[src/rtl/logic_unit_arbiter_32bit.sv]
// ----------------------------------------------------------------------------
// logic_unit_arbiter_32bit
//
// Shares one WIDTH-bit bitwise logic unit (NOT/AND/OR/XOR) between two
// requesters. A round-robin pointer picks the winner when both requesters
// are valid. The winning operation is latched, evaluated in EXEC, and
// returned on a response channel that carries the requester ID.
//
// Handshakes: a transfer happens on a channel in the cycle where both valid
// and ready are high at the rising clock edge. A producer holds valid and
// payload stable until it sees ready. Ready never depends on the consumer's
// own valid in a way that creates a loop. req ready depends only on state,
// both valids and prio. resp_ready never feeds back into req ready.
//
// Ports:
//   clk, rst_n                  clock, asynchronous active-low reset
//   reqN_valid/ready/op/a/b     request channel of requester N (N = 0, 1)
//   resp_valid/ready/data/id    response channel (result + requester ID)
//   busy                        registered, high in EXEC and RESP
//   dbg_state                   current FSM state (0 IDLE, 1 EXEC, 2 RESP)
//   grant_cnt0/1                saturating accepted-handshake counters,
//                               present only when LOGIC_ARB_CNT_EN is defined
//
// Build option: define LOGIC_ARB_CNT_EN to add the grant counters.
// ----------------------------------------------------------------------------
module logic_unit_arbiter_32bit #(
    parameter int WIDTH = 32
) (
    input  logic             clk,
    input  logic             rst_n,
    input  logic             req0_valid,
    output logic             req0_ready,
    input  logic [1:0]       req0_op,
    input  logic [WIDTH-1:0] req0_a,
    input  logic [WIDTH-1:0] req0_b,
    input  logic             req1_valid,
    output logic             req1_ready,
    input  logic [1:0]       req1_op,
    input  logic [WIDTH-1:0] req1_a,
    input  logic [WIDTH-1:0] req1_b,
    output logic             resp_valid,
    input  logic             resp_ready,
    output logic [WIDTH-1:0] resp_data,
    output logic             resp_id,
    output logic             busy,
    output logic [1:0]       dbg_state
`ifdef LOGIC_ARB_CNT_EN
    ,
    output logic [15:0]      grant_cnt0,
    output logic [15:0]      grant_cnt1
`endif
);

    typedef enum logic [1:0] {
        ST_IDLE = 2'd0,
        ST_EXEC = 2'd1,
        ST_RESP = 2'd2
    } state_t;

    state_t           state_q, state_d;
    logic             prio_q, prio_d;
    logic [1:0]       op_q, op_d;
    logic [WIDTH-1:0] a_q, a_d;
    logic [WIDTH-1:0] b_q, b_d;
    logic             id_q, id_d;
    logic [WIDTH-1:0] resp_data_q, resp_data_d;
    logic             resp_id_q, resp_id_d;
    logic             busy_q, busy_d;

    logic             grant_id;
    logic             handshake;
    logic [WIDTH-1:0] alu_result;

    // Lone requester wins outright; on contention prio names the winner.
    assign grant_id = (req0_valid && req1_valid) ? prio_q : req1_valid;

    // The single shared logic unit, fed only from the latched operands.
    always_comb begin
        alu_result = '0;
        case (op_q)
            2'b00:   alu_result = ~a_q;
            2'b01:   alu_result = a_q & b_q;
            2'b10:   alu_result = a_q | b_q;
            default: alu_result = a_q ^ b_q;
        endcase
    end

    always_comb begin
        state_d     = state_q;
        prio_d      = prio_q;
        op_d        = op_q;
        a_d         = a_q;
        b_d         = b_q;
        id_d        = id_q;
        resp_data_d = resp_data_q;
        resp_id_d   = resp_id_q;
        busy_d      = busy_q;
        req0_ready  = 1'b0;
        req1_ready  = 1'b0;
        handshake   = 1'b0;

        case (state_q)
            ST_IDLE: begin
                // rst_n gating keeps both readies low while reset is held,
                // even if a requester is still presenting valid.
                if ((req0_valid || req1_valid) && rst_n) begin
                    req0_ready = ~grant_id;
                    req1_ready = grant_id;
                    handshake  = 1'b1;
                    op_d       = grant_id ? req1_op : req0_op;
                    a_d        = grant_id ? req1_a  : req0_a;
                    b_d        = grant_id ? req1_b  : req0_b;
                    id_d       = grant_id;
                    prio_d     = ~grant_id;
                    busy_d     = 1'b1;
                    state_d    = ST_EXEC;
                end
            end
            ST_EXEC: begin
                resp_data_d = alu_result;
                resp_id_d   = id_q;
                state_d     = ST_RESP;
            end
            ST_RESP: begin
                if (resp_ready) begin
                    busy_d  = 1'b0;
                    state_d = ST_IDLE;
                end
            end
            default: begin
                busy_d  = 1'b0;
                state_d = ST_IDLE;
            end
        endcase
    end

    always_ff @(posedge clk or negedge rst_n) begin
        if (!rst_n) begin
            state_q     <= ST_IDLE;
            prio_q      <= 1'b0;
            op_q        <= '0;
            a_q         <= '0;
            b_q         <= '0;
            id_q        <= 1'b0;
            resp_data_q <= '0;
            resp_id_q   <= 1'b0;
            busy_q      <= 1'b0;
        end else begin
            state_q     <= state_d;
            prio_q      <= prio_d;
            op_q        <= op_d;
            a_q         <= a_d;
            b_q         <= b_d;
            id_q        <= id_d;
            resp_data_q <= resp_data_d;
            resp_id_q   <= resp_id_d;
            busy_q      <= busy_d;
        end
    end

    assign resp_valid = (state_q == ST_RESP);
    assign resp_data  = resp_data_q;
    assign resp_id    = resp_id_q;
    assign busy       = busy_q;
    assign dbg_state  = state_q;

`ifdef LOGIC_ARB_CNT_EN
    logic [15:0] grant_cnt0_q, grant_cnt0_d;
    logic [15:0] grant_cnt1_q, grant_cnt1_d;

    // Counters stick at all-ones instead of wrapping.
    always_comb begin
        grant_cnt0_d = grant_cnt0_q;
        grant_cnt1_d = grant_cnt1_q;
        if (handshake && !grant_id && (grant_cnt0_q != 16'hFFFF)) begin
            grant_cnt0_d = grant_cnt0_q + 16'd1;
        end
        if (handshake && grant_id && (grant_cnt1_q != 16'hFFFF)) begin
            grant_cnt1_d = grant_cnt1_q + 16'd1;
        end
    end

    always_ff @(posedge clk or negedge rst_n) begin
        if (!rst_n) begin
            grant_cnt0_q <= 16'd0;
            grant_cnt1_q <= 16'd0;
        end else begin
            grant_cnt0_q <= grant_cnt0_d;
            grant_cnt1_q <= grant_cnt1_d;
        end
    end

    assign grant_cnt0 = grant_cnt0_q;
    assign grant_cnt1 = grant_cnt1_q;
`endif

endmodule

[config.mk]
export PLATFORM = sky130hd
export DESIGN_NAME = logic_unit_arbiter_32bit
export DESIGN_NICKNAME = d
export VERILOG_FILES = /design/src/rtl/logic_unit_arbiter_32bit.sv
export SDC_FILE = /design/constraint.sdc
export NUM_CORES = 1
export LEC_CHECK = 0
export BUFFER_PORTS_ARGS = -buffer_cell sky130_fd_sc_hd__buf_4
export CAP_MARGIN = 10
export CORE_MARGIN = 4
export CORE_UTILIZATION = 40
export CTS_BUF_LIST = sky130_fd_sc_hd__clkbuf_8
export CTS_CLUSTER_DIAMETER = 100
export DETAILED_ROUTE_END_ITERATION = 7
export GPL_ROUTABILITY_DRIVEN = 0
export PLACE_DENSITY_LB_ADDON = 0.08
export SLEW_MARGIN = 40
export SYNTH_ARGS = -nofsm -noshare
export SYNTH_HDL_FRONTEND = slang
export SYNTH_SLANG_ARGS = --single-unit
[constraint.sdc]
create_clock -name clk -period 1.49 [get_ports clk]
set_input_delay 0.298 -clock clk [delete_from_list [all_inputs] [get_ports clk]]
set_output_delay 0.298 -clock clk [all_outputs]
set_load 0.01 [all_outputs]
; ---- Word-level counts from Yosys, hierarchy flattened
; Cells that the tools add are included.
[op_classes]
add_sub_neg = 0
multipliers = 0
div_mod_pow = 0
magnitude_cmp = 0
eq_ne = 6
n_shift = 0
n_mux = 15
n_bitwise = 6
n_reduce_logical = 8
[op_table]
columns = op, count
row1 = 32-bit one-hot mux with 3 select lines, 1
row2 = 32-bit 2-to-1 mux, 2
row3 = 32-bit bitwise AND, 1
row4 = 32-bit inverter, 1
row5 = 32-bit OR, 1
row6 = 32-bit bitwise XOR, 1
row7 = 1-bit 2-to-1 mux, 7
row8 = 2-bit 2-to-1 mux, 3
row9 = 2-bit one-hot mux with 3 select lines, 1
row10 = 2-bit by 1-bit == test with 1-bit output (second input constant), 2
row11 = 2-bit == test (second input constant), 2
row12 = 2-bit logical NOT, 2
row13 = 2-bit AND reduction, 2
row14 = 1-bit one-hot mux with 3 select lines, 1
row15 = 3-bit AND reduction, 1
row16 = 1-bit logical AND, 2
row17 = 2-bit by 1-bit != test with 1-bit output (second input constant), 1
row18 = 2-bit != test (second input constant), 1
row19 = 1-bit inverter, 2
row20 = 1-bit logical OR, 1
[totals]
register_bits = 104
latchBits = 0
ram_bits = 0
mem_bits_ro = 0
output_inout_bits = 39
wordCells = 44
memories = 0

; ---- Longest topological paths before layout
; Gate-level depths: netlist of the first run.
[depth]
ltp_word = 5
depth_mapped = 6
mapped_depth_nobuf = 5

; ---- Worst setup path before layout of the first run
; Ideal clock, no wire load.
[synth_timing]
kind = register -> register
startpoint = register state_q[1] (netlist: dbg_state[1])
endpoint = register b_q[12]
setup_time_ns = 0.126
arrival_ns = 1.513
required_time_ns = 1.364
path_slack_ns = -0.149
stages_incl_launch_ff = 6
path_buffers = 2
period_less_slack_ns = 1.639
path_cell_list = dfrtp_1 nor3b_2 buf_2 clkbuf_1 a21oi_1 a221o_1
[synth_via]
elab_chain_cells = 2
[synth_lines]
columns = item, line_no
row1 = "start, declared", 60  ; state_t state_q, state_d;
row2 = "start signal, assigned", 149  ; state_q <= state_d;
row3 = 2-bit logical NOT, 102  ; case (state_q)
row4 = 2-bit AND reduction (no source line), --
row5 = "end signal, assigned", 143  ; b_q <= '0;
row6 = "end signal, assigned", 153  ; b_q <= b_d;
row7 = "end, declared", 64  ; logic [WIDTH-1:0] b_q, b_d;
; No other way between the ends.
; A chain may end at the register's enable or synchronous reset.

; ---- Final worst setup path of the first run
[layout_timing]
startpoint = register state_q[1] (netlist: dbg_state[1])
endpoint = output port req1_ready
[layout_via]
elab_chain_cells = 2
[layout_lines]
columns = item, line_no
row1 = 2-bit logical NOT, 102
row2 = 1-bit 2-to-1 mux, 102
row3 = "end, declared", 37  ; output logic req1_ready,
; No other way between the ends.

==> flow_summary.yaml, run 1 <==
run_status:
  status: "finished, violations left"
  violations: "negative setup slack"
synthesis:
  yosysTopAreaCellShare_pct: 43.2
  ys_ff_latch: 104
  synthArstFlopShare_pct: 100
  yosys.cell_count.top_type: "a21oi_1"
  synth_area_sq_mm: 0.00602
  synthTopCellsByArea: "dfrtp_1 (43%), ha_1 (13%), a221o_1 (11%)"
  synth_cells: 626
  ys_seq_area_share_pct: 43.2
  synth_edf_count: 0
  yosys-top-cells-count: "a21oi_1 (118), dfrtp_1 (104), inv_1 (67)"
  syn_avg_cell_area_sq_um: 9.62
  syn_nets: 827
  ys.flop_type: "dfrtp_1"
  yosys.area.top_type: "dfrtp_1"
  yosys_warnings: 0
  ys_types: 26
sta:
  fin_setup_tns_ps: -22600
  finalClockSkew_ps: 11.2
  fmax_mhz: 523
  drv_slew: 0
  min_period_ps: 1910
  setup_slack_ps: -423
  worstMarginPinSlew_ps: 584
  period_share_pct: 128
  rsz0062_at_grt: "yes"
  setup_viol: 105
  finalHoldViolations: 0
  slew_headroom_pct: 61.1
drt:
  first_pass_iters: 5
  detail_route.wirelength_mm: 20.2
  wl_per_cell_um: 19.8
  drt-initial-drc-count: 363
  viasPerCell: 5.61
  drtAntennaViolNets: 0
  drc: 0
  num_vias: 5701
die:
  dieArea_sq_mm: 0.0171
  io_pins: 176
  initial_core_util_pct: 41.1
  die_x_um: 131
  core_sq_mm: 0.0146
  die_h_um: 131
  num_rows: 44
worst_setup_path:
  startpoint: "dbg_state[1]"
  crit_path_end_kind: "output port"
  path_cells: "or3b_4 > nor3b_4 > buf_6"
  cp.arrival_ps: 1610
  cpPeakStageDelay_ps: 420
  crit_type: "reg2out"
  worstPathMaxFanout: 2
  crit_family: "simple AND/OR/NAND/NOR gates"
  critical_path_required_ps: 1190
  critPathLaunchType: "flip-flop"
  rr_startpoint: "dbg_state[0]"
  critPathSlowestCell: "dfrtp_2"
  crit_buf_inv: 1
layout:
  antenna_cells: 0
  postLayoutCellArea_sq_mm: 0.00899
  drive_above_1_share_pct: 36.5
  nets: 1029
  finalNonFillerCells: 1017
  fillers: 1209
  area_delta_synth_final_pct: 49.2
clocking:
  clk_path_buf_depth: 2
  cts_tree: "built"
  cts_root_buffer: "clkbuf_8"
  clk_latency_ps: 400
  htreeDepth: 3
  cts.clk_slew.worst_paths_ps: 110
  cts_buffers: 9
  clock_sink_count: 104
grt:
  overflow: 0
  antenna_found_initial: 0
  grt_usage_pct: 23.5
  grt_pass1_wl_mm: 31.0
  grt_pass1_vias: 5925
  grt_max_degree: 63
power_and_ir_drop:
  peakVddDrop_uv: 970
  p_leak_nw: 4.40
  p_per_area_mw_per_mm2: 1790
placed_design:
  port-buffer-count: 175
  dp_hpwl_mm: 12.9
  post-place-ws_ps: -220
  dpl.cell_count: 970
  placed_area_sq_mm: 0.00779
min_path:
  hp-class: "in2async"
run:
  drv_cap: 0
[power breakdown]
part	switching, mW	internal [mW]	leakage (nW)	total, mW
Combinational	4.54	4.35	3.00	8.89
Clock	1.10	0.950	0.110	2.05
Sequential	0.998	4.12	1.29	5.11
[flip-flops by register name, summed over array words and instances, names as in the netlist]
| signal | cells |
|---|---|
| a_q | 32 |
| b_q | 32 |
| resp_data | 32 |
| dbg_state | 2 |
| op_q | 2 |
| busy | 1 |
| id_q | 1 |
| prio_q | 1 |
| resp_id | 1 |
[cells in the final DEF (no fill, tap or decap), drive strengths merged, types with 11 or more instances in the layout]
cell type,instances
o221ai,32
nand2,40
buf,241
ha,64
clkbuf,11
a221o,66
inv,68
a21oi,118
dfrtp,104
nor2,54
mux2i,12
[layout make-up]
cell class,count,area (sq um),area share [%]
clock buffers,9,124,1.38
clock inverters,7,95.1,1.06
inverters,67,251,2.80
multi-input cells,401,3230,35.9
flip-flops and latches,104,2610,29.0
well taps,184,230,2.56
repair buffers,245,2450,27.3
[layer usage]
| metal | routed length, um | part of all wire (%) | up-vias | global-route usage [%] |
|---|---|---|---|---|
| met5 | 0 | 0 | - | 0 |
| met4 | 485 | 2.4 | 0 | 7.62 |
| met3 | 1250 | 6.2 | 31 | 5.20 |
| met2 | 10100 | 50 | 197 | 39.6 |
| met1 | 8320 | 41 | 2817 | 30.2 |
| li1 | - | - | 2656 | - |
[through the flow]
step | utilization [%] | power [mW] | hold slack [ps]
2_1_floorplan | - | 9.56 | 2.41
3_3_place_gp | 53.2 | 12.0 | 260
3_5_place_dp | 53.2 | 12.3 | 260
4_1_cts | 60.0 | 15.7 | 94.8
5_1_grt | 61.4 | 17.4 | 84.7
6_report | 61.4 | 16.1 | 95.1
[logic make-up after synthesis]
kind of cell | synth area share, %
adders and majority gates | 13.3
AOI/OAI and AO/OA | 25.7
and+or+nand+nor | 7.33
buffers and inverters | 8.48
DFF | 43.2
muxes | 1.99
[final timing paths]
check / end / slack, ps / depth (start not counted)
max in group asynchronous: op_q[0] / 750 / 3
hold reg to reg: resp_data[22] / 520 / 2
hold / removal: a_q[22] / 100 / 3
setup reg to reg: b_q[3] / -350 / 8
setup / recovery: req1_ready / -420 / 3
min in group clk: a_q[12] / 120 / 2
[what timing repair did]
item | 4_1_cts | 5_1_grt
gates resized for setup | 72 | 7
endpoints found under the hold margin | 6 | 0
setup endpoints to repair | 103 | 106
pin swaps | 5 | 5
setup buffers | 13 | 5
hold buffers | 1 | 0
cloned | 10 | 2
[tightest hold or removal path: cells and delay by family]
family	cells	cell delay, ps
buf+inv	3	650
No activity file was read; power rests on OpenSTA's default activity.
==> inputs of run 2 (changes only) <==
--- a/config.mk
+++ b/config.mk
@@ -7,6 +7,7 @@
 export LEC_CHECK = 0
 export BUFFER_PORTS_ARGS = -buffer_cell sky130_fd_sc_hd__buf_4
 export CAP_MARGIN = 10
+export CORE_ASPECT_RATIO = 0.7
 export CORE_MARGIN = 4
 export CORE_UTILIZATION = 40
 export CTS_BUF_LIST = sky130_fd_sc_hd__clkbuf_8
@@ -14,6 +15,7 @@
 export DETAILED_ROUTE_END_ITERATION = 7
 export GPL_ROUTABILITY_DRIVEN = 0
 export PLACE_DENSITY_LB_ADDON = 0.08
+export REMOVE_ABC_BUFFERS = 1
 export SLEW_MARGIN = 40
 export SYNTH_ARGS = -nofsm -noshare
 export SYNTH_HDL_FRONTEND = slang
==> flow_summary.yaml, run 2 (synthesized netlist as in run 1, its figures left out) <==
worst_setup_path:
  critPathSlowestCell: "dfrtp_1"
  startpoint: "dbg_state[0]"
  crit_path_end_kind: "output port"
  crit_buf_inv: 2
  cpPeakStageDelay_ps: 410
  rr_startpoint: "dbg_state[0]"
  crit_family: "simple AND/OR/NAND/NOR gates"
  critical_path_required_ps: 1190
  critPathLaunchType: "flip-flop"
  path_cells: "or3b_4 > nor3b_4 > buf_12 > buf_6"
  worstPathMaxFanout: 3
  crit_type: "reg2out"
  cp.arrival_ps: 1650
grt:
  overflow: 0
  grt_max_degree: 60
  antenna_found_initial: 0
  grt_pass1_wl_mm: 30.2
  grt_usage_pct: 22.0
  grt_pass1_vias: 5784
layout:
  final_util_pct: 57.5
  final_common_cell: "buf_4"
  postLayoutCellArea_sq_mm: 0.00846
  antenna_cells: 0
  drive_above_1_share_pct: 32.3
  area_delta_synth_final_pct: 40.5
  nets: 1017
  layout_common_cells: "buf_4 (194), a21oi_1 (116), dfrtp_1 (103)"
drt:
  num_vias: 5431
  wl_per_cell_um: 18.6
  detail_route.wirelength_mm: 18.9
  viasPerCell: 5.35
  first_pass_iters: 4
  drt-initial-drc-count: 280
  drtAntennaViolNets: 0
  drc: 0
die:
  num_rows: 37
  io_pins: 176
  initial_core_util_pct: 40.9
  die_h_um: 111
  core_sq_mm: 0.0147
  dieArea_sq_mm: 0.0171
  die_x_um: 155
min_path:
  hp-class: "in2async"
clocking:
  clk_path_buf_depth: 2
  clk_latency_ps: 370
  htreeDepth: 3
  cts_buffers: 9
  cts.clk_slew.worst_paths_ps: 100
  cts_tree: "built"
  cts_root_buffer: "clkbuf_8"
  clock_sink_count: 104
sta:
  slew_headroom_pct: 62.0
  setup_viol: 70
  drv_slew: 0
  worstMarginPinSlew_ps: 570
  fmax_mhz: 513
  setup_slack_ps: -461
  rsz0062_at_grt: "yes"
  finalClockSkew_ps: 14.6
  period_share_pct: 131
  finalHoldViolations: 0
  min_period_ps: 1950
placed_design:
  port-buffer-count: 175
  dp_hpwl_mm: 12.5
  placed_area_sq_mm: 0.00778
run_status:
  status: "finished, violations left"
  violations: "negative setup slack"
power_and_ir_drop:
  peakVddDrop_uv: 619
  p_leak_nw: 4.23
  p_per_area_mw_per_mm2: 1720
run:
  drv_cap: 0
run 2: cell types whose count changed in the layout (fill, tap and decap cells not counted), sizes merged:
cell         before  now
dlygate4sd3       1    0
bufinv            2    0
clkbuf           11   14
inv              68   69
buf             241  229
clkinvlp          1    0
run 2: path summary, 6_finish.rpt:
| path | end | slack, ps | cells past startpoint |
|---|---|---|---|
| setup / recovery | req1_ready | -460 | 4 |
| hold reg to reg | resp_id | 490 | 2 |
| hold / removal | resp_data[29] | 40 | 2 |
| min in group clk | b_q[6] | 140 | 2 |
| setup reg to reg | a_q[29] | -410 | 8 |
| max in group asynchronous | op_q[0] | 600 | 3 |
run 2: power breakdown:
| part | internal (mW) | leakage [nW] | switching [mW] |
|---|---|---|---|
| Combinational | 3.84 | 2.84 | 3.97 |
| Sequential | 4.12 | 1.29 | 0.958 |
| Clock | 0.699 | 0.101 | 0.991 |
| Total | 8.66 | 4.23 | 5.92 |
run 2: cell type report:
type | instances | area, sq um
Clock inverter | 5 | 31.3
Timing Repair Buffer | 233 | 2200
Clock buffer | 11 | 151
Tap cell | 195 | 244
Fill cell | 1319 | 6260
Inverter | 67 | 251
Multi-Input combinational cell | 401 | 2980
Sequential cell | 104 | 2610
run 2: stage by stage:
stage                     worst slack (ps)  hold WS (ps)  cells  power [mW]  setup TNS, ps
after detailed placement              -245           336    981        12.3         -13130
final                                 -461          44.2   1016        14.6         -23960
after global routing                  -562          64.8   1016        16.0         -29830
after CTS                             -508           128   1014        14.5         -25460
after global placement                -199           329    981        11.9         -11170
after floorplan                      -2840          2.41    572        9.24        -237540
run 2: timing repair:
item	CTS	global route
hold endpoints to repair	18	0
endpoints found under the setup margin	70	89
hold buffers	1	0
cloned	7	3
setup buffers	9	3
resized for setup	28	12
pin swaps	39	21
run 2: worst reg2reg max path, stage by stage, from the launching register on:
cell,delay [ps]
dfrtp_1,410
or3b_4,400
nor3b_4,240
buf_12,150
buf_4,110
buf_12,150
buf_12,130
buf_16,120
a221o_1,140
run 2: per-layer routing:
layer / share of wire, % / global-route usage, % / up-vias
li1: - / - / 2632
met1: 45 / 29.3 / 2601
met2: 48 / 36.0 / 181
met3: 6.3 / 5.54 / 17
met4: 0.95 / 5.35 / 0
met5: 0 / 0 / -
